File: src/rtl/ecc_bus_pkg.sv
// Shared types and sizing helpers for the fetch-to-decode channel.
// Latency: n/a (declarations only).
// Backpressure: n/a (declarations only).
package ecc_bus_pkg;

   // Default packet width and queue depth for the fetch-to-decode channel.
   localparam int unsigned FDQ_PKT_WIDTH = 64;
   localparam int unsigned FDQ_DEPTH     = 4;

   // One fetch-to-decode packet at the default width.
   typedef logic [FDQ_PKT_WIDTH-1:0] fd_pkt_t;

   // Width of an occupancy counter that must hold every value 0..depth inclusive.
   function automatic int fdq_count_width(input int depth);
      return $clog2(depth + 1);
   endfunction

endpackage

File: src/rtl/fetch_decode_queue.sv
// DEPTH-entry in-order valid/ready queue from fetch to decode, with flush and a sticky protocol-error flag.
// Latency: one cycle from push to recv_valid; no same-cycle fall-through.
// Backpressure: send_ready drops when full, or during flush/reset; a same-cycle pop does not relieve it.
module fetch_decode_queue
   import ecc_bus_pkg::*;
#(
   parameter int unsigned PKT_WIDTH = FDQ_PKT_WIDTH,
   parameter int unsigned DEPTH     = FDQ_DEPTH
) (
   input  logic                                clk,
   input  logic                                reset,
   input  logic                                flush,
   input  logic                                send_valid,
   input  logic [PKT_WIDTH-1:0]                send_data,
   output logic                                send_ready,
   output logic                                recv_valid,
   output logic [PKT_WIDTH-1:0]                recv_data,
   input  logic                                recv_ready,
   output logic [fdq_count_width(DEPTH)-1:0]   count,
   output logic                                proto_err
);

   localparam int unsigned PW = $clog2(DEPTH);
   localparam int unsigned CW = fdq_count_width(DEPTH);
   localparam logic [CW-1:0] FULL_CNT = CW'(DEPTH);

   // Pointers wrap modulo DEPTH by natural overflow, so DEPTH has to be a power of two.
   if (DEPTH < 2 || (DEPTH & (DEPTH - 1)) != 0) begin : g_bad_depth
      $error("fetch_decode_queue: DEPTH must be a power of two and at least 2");
   end

   logic [PKT_WIDTH-1:0] r_mem [DEPTH];
   logic [PW-1:0]        r_head;
   logic [PW-1:0]        r_tail;
   logic [CW-1:0]        r_count;
   logic                 r_proto_err;

   logic w_full;
   logic w_empty;
   logic w_push;
   logic w_pop;
   logic w_bad_send;

   // Handshake decode: ready depends only on registered occupancy and the flush/reset inputs.
   always_comb begin
      w_full     = (r_count == FULL_CNT);
      w_empty    = (r_count == '0);
      send_ready = !w_full && !flush && !reset;
      recv_valid = !w_empty;
      w_push     = send_valid && send_ready;
      w_pop      = recv_valid && recv_ready;
      w_bad_send = send_valid && (w_full || flush);
   end

   assign recv_data = r_mem[r_head];
   assign count     = r_count;
   assign proto_err = r_proto_err;

   // Pointer, occupancy and error-flag state; reset beats flush, flush beats push/pop.
   always_ff @(posedge clk) begin
      if (reset) begin
         r_head      <= '0;
         r_tail      <= '0;
         r_count     <= '0;
         r_proto_err <= 1'b0;
      end else begin
         if (w_bad_send) begin
            r_proto_err <= 1'b1;
         end
         if (flush) begin
            r_head  <= '0;
            r_tail  <= '0;
            r_count <= '0;
         end else begin
            if (w_push) begin
               r_tail <= r_tail + PW'(1);
            end
            if (w_pop) begin
               r_head <= r_head + PW'(1);
            end
            case ({w_push, w_pop})
               2'b10:   r_count <= r_count + CW'(1);
               2'b01:   r_count <= r_count - CW'(1);
               default: r_count <= r_count;
            endcase
         end
      end
   end

   // Packet storage is not reset; w_push is already masked by flush and reset.
   always_ff @(posedge clk) begin
      if (w_push) begin
         r_mem[r_tail] <= send_data;
      end
   end

endmodule

File: config.mk
export PLATFORM = sky130hd
export DESIGN_NAME = fetch_decode_queue
export DESIGN_NICKNAME = d
export VERILOG_FILES = /design/src/rtl/ecc_bus_pkg.sv /design/src/rtl/fetch_decode_queue.sv
export SDC_FILE = /design/constraint.sdc
export NUM_CORES = 1
export LEC_CHECK = 0
export ABC_AREA = 1
export BUFFER_PORTS_ARGS = -buffer_cell sky130_fd_sc_hd__buf_2
export CAP_MARGIN = 20
export CORE_AREA = 8 8 159 161
export CTS_CLUSTER_DIAMETER = 100
export DETAILED_ROUTE_END_ITERATION = 10
export DIE_AREA = 0 0 167 169
export GPL_TIMING_DRIVEN = 0
export PLACE_DENSITY = 0.71
export SYNTH_ARGS = -nofsm -noshare
export SYNTH_HDL_FRONTEND = slang
export SYNTH_SLANG_ARGS = --single-unit
File: constraint.sdc
create_clock -name clk -period 5.4 [get_ports clk]
set_input_delay 0.81 -clock clk [delete_from_list [all_inputs] [get_ports clk]]
set_output_delay 0.81 -clock clk [all_outputs]
set_load 0.005 [all_outputs]
======== Word-level counts from Yosys, hierarchy flattened ========
Memory sizes are Yosys's and may differ from the RTL's. A register that Yosys moved wholly into a read port is not among the register bits.
Index checks and enable logic that the tools add are counted.
storage, ports and cells
  memories kept ........................... 1
  memory bits (writable) .................. 256
  register bits after elaboration ......... 8
  word-level logic and storage cells ...... 30
  input port bits ......................... 69
operators by class
  multiplexer cells ....................... 5
  reduce and logical (&&, ||, !) cells .... 13
  $add $sub $neg .......................... 4
  equality and inequality tests ........... 3
memories
  memory  words  bits a word  read ports  clocked after Yosys merged registers in  write ports  line                      text
  r_mem   4      64           1           1                                        1            fetch_decode_queue.sv:32  logic [PKT_WIDTH-1:0] r_mem [DEPTH];
operators by type and width
  kind                                                 count
  case mux 3 bit (2 select lines)                      1
  logical AND 1 bit                                    5
  adder 2 x 1 -> 2 bit, second input constant          2
  logical NOT 1 bit                                    4
  two-way mux 2 bit                                    2
  adder 3 x 1 -> 3 bit, second input constant          1
  equality test 3 bit, second input constant           1
  logical NOT 3 bit                                    1
  subtractor 3 x 1 -> 3 bit, second input constant     1
  equality test 2 x 1 -> 1 bit, second input constant  1
  equality test 2 bit, second input constant           1
  two-way mux 1 bit                                    2
  nonzero test 2 bit                                   1
  OR reduction 2 bit                                   1
  logical OR 1 bit                                     1

======== Depth between registers and ports, before layout ========
Gate-level depths: netlist of the first run.
  word-level depth ........................ 7
  gate-level depth with buffers ........... 13
  mapped depth without buffers ............ 13

======== Least setup slack after synthesis of the first run ========
No wires, ideal clock.
  kind .................................... in2reg
  start point ............................. input flush
  end point ............................... memory r_mem[0][0] (netlist name) (enable)
  cell stages on the path ................. 3
  data required time ...................... 4.913 ns
  path slack .............................. 0.987 ns
  arrival ................................. 3.927 ns
  cell sequence ........................... nor2_2 nand3_2 nor2_1
on the way
  longest elaborated chain between the ends .. 6
RTL lines
  what                                     line                      text
  start: declaration                       fetch_decode_queue.sv:12  input logic flush,
  logical NOT 1 bit                        fetch_decode_queue.sv:48  send_ready = !w_full && !flush && !reset;
  logical AND 1 bit (2 in a row)           fetch_decode_queue.sv:48
  logical AND 1 bit                        fetch_decode_queue.sv:50  w_push = send_valid && send_ready;
  two-way mux 1 bit                        fetch_decode_queue.sv:92  if (w_push) begin
  two-way mux 1 bit (implied by the code)  fetch_decode_queue.sv:93  r_mem[r_tail] <= send_data;
  end: declaration                         fetch_decode_queue.sv:32
No other way between the ends.

==> summary.md, run 1 <==
| Metric | Value |
|---|---|
| Max-Cap Viols | 0 |
| Total GRT Usage | 0.157 |
| Syn Area/Cell | 14.5 um2 |
| Setup violators final | 0 |
| Leakage | 0.00429 uW |
| Syn Inst Count | 694 |
| Total congestion overflow | 0 |
| Die Width | 167 um |
| Worst Hold Class | register to register |
| Post-CTS setup repair buffer count | 0 |
| Ratio of cells with drive above 1 in the final layout | 0.236 |
| Critical path required time | 4.59 ns |
| Hold Fails Final Rpt | 0 |
| Ys Warns | 0 |
| Avg WL per Cell | 19.2 um |
| Family with the most delay on the worst path | buffers and inverters |
| Setup tns final | 0 ns |
| DP Worst Slack | 2.23 ns |
| Flops & latches, synth | 266 |
| Worst path cell trace | clkinv_1, clkbuf_1, o21ai_0, o22ai_1, buf_2 |
| CTS sink cnt | 266 |
| Clock slew at reported path FFs | 0.07 ns |
| Crit Path Category | register to output port |
| Hpwl dp | 14100 um |
| Multi-input gate area | 1820 um2 |
| Post-cts resize count | 0 |
| P per Cell Area | 347 nW/um2 |
| Core area | 22900 um2 |
| Post-route DRC | 0 |
| Diode count | 0 |
| Worst slew pin tran | 0.838 ns |
| Yosys top cell by area | edfxtp_1 |
| Vias in the first global route | 6295 |
| Post-Synth XOR/XNOR Area | 0 |
| GRT met1 Usage | 0.198 |
| Syn nets | 769 |
| FF+latch area | 7890 um2 |
| Top Ports | 139 |
| Post-synthesis simple-gate area fraction | 0.0628 |
| Slew Limit Fails | 0 |
| Crit start category | register |
| Mux contribution to synthesized area | 0 |
| Filler cell count | 1898 |
| Worst Skew | 0.0181 ns |
| Crit end category | output port |
| Slowest CP cell | clkbuf_1 |
| Max_slew headroom | 0.440 |
| CTS tree | yes |
| ANT nets after route | 0 |
| H-Tree Depth | 1 |
| Part of the Yosys area used for sequential elements | 0.787 |
| Max Freq | 343 MHz |
| First-pass GRT wire length | 34700 um |
| Routability cong. | 0.709 |
| CTS buffer count | 27 |
| Bufs and invs on worst path | 3 |
| Met2 usage | 0.269 |
| CTS Root Cell | clkbuf_16 |
| Die area | 28200 um2 |
| Final setup margin | 2.48 ns |
| PortBufs | 138 |
| Hold Slack | 0.486 ns |
| Grt met3 use | 0.0377 |
| Min Tclk post-route | 2.92 ns |
| Area growth, synth to finish | 21.0% |
| Crit-path max FO | 10 |
| Final period util | 0.540 |
| Outcome | finished, final reports clean |
| Initial antenna violation count | 3 |
| Worst skew pair latency | 0.53 ns |
| CTS Buffer Depth | 3 |
| WL final | 22600 um |
| Yosys cell types | 23 |
| Vias | 6134 |
| Largest family of logic cells by synthesized area | compound AO/OA/AOI/OAI gates |
| Yosys top cell area share | 0.767 |
| TritonRoute pass-1 iters | 5 |
| Synth Area in Adders | 0.00823 |
| Via-to-Cell Ratio | 5.20 |
| RSZ-0062 raised after global routing | false |
| DR iter-0 viols | 353 |
| GRT busiest layer | met2 |
| Compound-cell area share of the yosys netlist | 0.108 |
| Post-CTS Hold Buffers | 0 |
| Row cnt | 56 |
| Top cells by area, synth | edfxtp_1 (77%), nor2_1 (5.3%), o22ai_1 (4.0%), o21ai_0 (3.7%), o21ai_1 (2.8%) |
| Max VDD drop | 0.247 mV |
| Largest stage delay, worst path | 0.42 ns |
| Post-Synthesis Cell Area | 10000 um2 |
| Arr. time, crit path | 2.11 ns |
| Largest net degree at the start of global routing | 25 |
| Die Span Y | 169 um |
| Initial Utilization | 0.438 |
| Nets | 944 |
-- where the power goes --
group / internal (uW) / switching (uW)
clock: 1060 / 721
sequential: 2280 / 4.83
combinational: 55.9 / 85.3
-- cell families (layout without fill, tap and decap cells) --
family          after synthesis  after routing
flops                       266            266
compound gates              199            199
simple gates                163            163
buf+inv                      60            255
fa+ha+maj                     6              6
-- sequential cells by signal (all words and copies together), names as in the netlist, named ones only --
name / cells
r_mem: 256
proto_err: 1
r_tail: 2
count: 3
r_head: 2
-- tightest hold or removal path, delay by kind of cell, from the launching register on --
kind,cells,cell delay (ns)
compound gates,1,0.05
flops,1,0.33
simple gates,1,0.08
-- area by class of cell --
cell class,instances,area share
Multi-Input combinational cell,368,0.150
Sequential cell,266,0.650
Tap cell,290,0.0299
Clock inverter,17,0.0129
Timing Repair Buffer,146,0.0708
Inverter,19,0.00588
Buffer,41,0.0230
Clock buffer,32,0.0572
-- worst paths after layout --
| check | slack, ns | end | start | depth (start not counted) |
|---|---|---|---|---|
| hold reg to reg | 0.49 | proto_err$_SDFFE_PP0P_ | proto_err$_SDFFE_PP0P_ | 2 |
| setup reg to reg | 3.00 | r_mem[3][46]$_DFFE_PP_ | count[1]$_SDFFE_PP0P_ | 6 |
| setup / recovery | 2.48 | recv_data[51] | register | 5 |
| hold / removal | 0.49 | proto_err$_SDFFE_PP0P_ | proto_err$_SDFFE_PP0P_ | 2 |
-- per-layer routing --
layer / wire [um] / share of wire / up-vias
met2: 10900 / 0.48 / 191
met4: 371 / 0.016 / 6
met3: 1610 / 0.071 / 38
met5: 40 / 0.0018 / -
li1: - / - / 2945
met1: 9650 / 0.43 / 2954
-- cells in the mapped netlist (all sizes together) --
master / number
buf: 20
nand3: 4
fa: 1
edfxtp: 256
dfxtp: 10
o21ai: 131
a21oi: 3
clkinv: 1
inv: 18
a21boi: 1
clkbuf: 21
o22ai: 64
nand2: 15
nor2: 142
nand4: 2
ha: 5
-- metrics by stage --
stage               utilization  power (uW)  cells  instance area [um2]
floorplan                     -        2380    694                10000
finish                    0.529        4200   1179                12100
global placement          0.484        2470   1122                11100
CTS                       0.529        4250   1179                12100
detailed placement        0.492        2470   1130                11300
global route              0.529        4330   1179                12100
-- layout by cell type (no fill, tap or decap) --
cell type,instances
clkbuf_1,23
buf_12,7
buf_6,13
clkinv_1,11
buf_2,139
nand3_2,1
inv_6,1
nor2_2,1
buf_4,6
inv_2,1
edfxtp_1,256
clkinvlp_4,2
bufinv_16,3
a21oi_1,3
o21ai_0,75
nand4_1,2
inv_1,17
fa_1,1
buf_16,1
clkbuf_16,27
nand2_1,15
o22ai_1,64
clkbuf_2,3
a21boi_0,1
ha_1,5
clkinv_2,1
dfxtp_1,10
o21ai_1,56
nand3_1,3
nor2_1,137
nor2_4,4
(Power assumes the default switching activity.)
==> run 2, diff against run 1 <==
clock period = 2.88 ns   (was 5.4 ns; I/O delays follow)
==> run 2 against run 1 <==
Against the previous run:
- highest routed layer unchanged
- count of clock-buffer cells in the layout up 3
- critical path depth unchanged
- critical path type unchanged
- sequential power up 87%
- setup slack worse by 2.1 ns
- critical endpoint is now recv_data[5]
- combinational power up 87%
- die area unchanged
==> summary.md, run 2 (same netlist as run 1, synthesis figures left out) <==
| Metric | Value |
|---|---|
| Outcome | finished, final reports clean |
| Worst Hold Class | input pin to register |
| RSZ-0062 raised after global routing | false |
| Initial antenna violation count | 2 |
| Slew Limit Fails | 0 |
| ANT nets after route | 0 |
| Max VDD drop | 0.420 mV |
| Die area | 28200 um2 |
| Worst Skew | 0.00445 ns |
| DR iter-0 viols | 437 |
| Die Span Y | 169 um |
| CTS buffer count | 27 |
| Initial Utilization | 0.438 |
| Hpwl dp | 14500 um |
| Diode count | 0 |
| Ratio of cells with drive above 1 in the final layout | 0.236 |
| PortBufs | 138 |
| Top Ports | 139 |
| Post-CTS Hold Buffers | 0 |
| Row cnt | 56 |
| Worst skew pair latency | 0.51 ns |
| Max-Cap Viols | 0 |
| Multi-input gate area | 1820 um2 |
| Routability cong. | 0.713 |
| Post-cts resize count | 0 |
| Max_slew headroom | 0.461 |
| CTS tree | yes |
| Crit end category | output port |
| Area growth, synth to finish | 20.5% |
| Max reg flops | 256 |
| Critical path required time | 2.45 ns |
| Most common cell after layout, fill and taps aside | edfxtp_1 |
| Vias | 6161 |
| Worst slew pin tran | 0.807 ns |
| Via-to-Cell Ratio | 5.23 |
| Die Width | 167 um |
| Post-CTS setup repair buffer count | 0 |
| Avg WL per Cell | 19.3 um |
| Crit start category | register |
| Leakage | 0.00427 uW |
| Crit Path Category | register to output port |
| P per Cell Area | 637 nW/um2 |
| Clock slew at reported path FFs | 0.06 ns |
| Hold Fails Final Rpt | 0 |
| Post-route DRC | 0 |
| Top reg by flops | r_mem |
| Crit-path max FO | 10 |
| Final period util | 0.872 |
| CTS Buffer Depth | 3 |
| Nets | 945 |
| FF+latch area | 7890 um2 |
| TritonRoute pass-1 iters | 5 |
| CTS Root Cell | clkbuf_16 |
| Max Freq | 398 MHz |
| Most frequent cells in the layout | edfxtp_1 (256), buf_2 (139), nor2_1 (137), o21ai_0 (75), o22ai_1 (64) |
| Vias in the first global route | 6402 |
| Min Tclk post-route | 2.51 ns |
| H-Tree Depth | 1 |
| Total congestion overflow | 0 |
| Cells after DPL | 1131 |
| Filler cell count | 1889 |
| Total GRT Usage | 0.159 |
| First-pass GRT wire length | 35200 um |
| Setup violators final | 0 |
| Fin cells | 1179 |
| Finished Core Util | 0.527 |
| CTS sink cnt | 266 |
| Arr. time, crit path | 2.08 ns |
| Core area | 22900 um2 |
| WL final | 22800 um |
| Largest net degree at the start of global routing | 27 |
## run 2: cell count changes in the layout (fill, tap and decap cells not counted)
cell and delta:
clkbuf_1 +3, clkinv_1 -3, buf_12 +2, bufinv_16 -2, clkinv_2 +2, buf_16 -1
clkinv_4 +1, clkinvlp_4 -1, inv_6 -1
## run 2: power breakdown
| part | internal (uW) | switching [uW] | total, uW |
|---|---|---|---|
| clock network | 1800 | 1340 | 3140 |
| logic | 104 | 160 | 264 |
| registers | 4280 | 9.63 | 4290 |
| total | 6190 | 1510 | 7690 |
## run 2: area by class of cell
class	count	area share
sequential	266	0.653
multi-input combinational	368	0.151
timing repair buffer	147	0.0721
clock buffer	35	0.0584
tap	290	0.0300
buffer	41	0.0231
clock inverter	13	0.00725
inverter	19	0.00590
## run 2: metal layers
metal,GRT usage,up-vias,share of wire
met5,0,-,0.0012
met4,0.0470,4,0.022
met3,0.0389,41,0.071
met2,0.263,209,0.47
met1,0.205,2966,0.43
li1,-,2941,-
## run 2: worst max-delay path, stage by stage (launching register included)
cell	delay, ns
dfxtp_1	0.38
buf_6	0.19
clkbuf_1	0.47
nor2_1	0.10
o22ai_1	0.26
buf_2	0.17
## run 2: final timing paths
check	from	endpoint	slack, ns	cells past startpoint
setup / recovery	register	recv_data[5]	0.37	5
hold / removal	reset	proto_err$_SDFFE_PP0P_	0.12	2
setup reg to reg	count[1]$_SDFFE_PP0P_	r_mem[1][11]$_DFFE_PP_	0.57	6
hold reg to reg	proto_err$_SDFFE_PP0P_	proto_err$_SDFFE_PP0P_	0.49	2
## run 2: per-stage QoR
step	setup TNS (ns)	hold slack (ns)	worst slack [ns]	area (um2)	total power [uW]
6_report	0	0.116	0.368	12100	7690
5_1_grt	0	0.106	0.210	12100	7950
4_1_cts	0	0.0921	0.343	12100	7790
3_5_place_dp	0	0.477	0.168	11300	4640
3_3_place_gp	-422.16	0.447	-1.75	11100	4620
2_1_floorplan	-30.50	0.460	-0.119	10000	4470
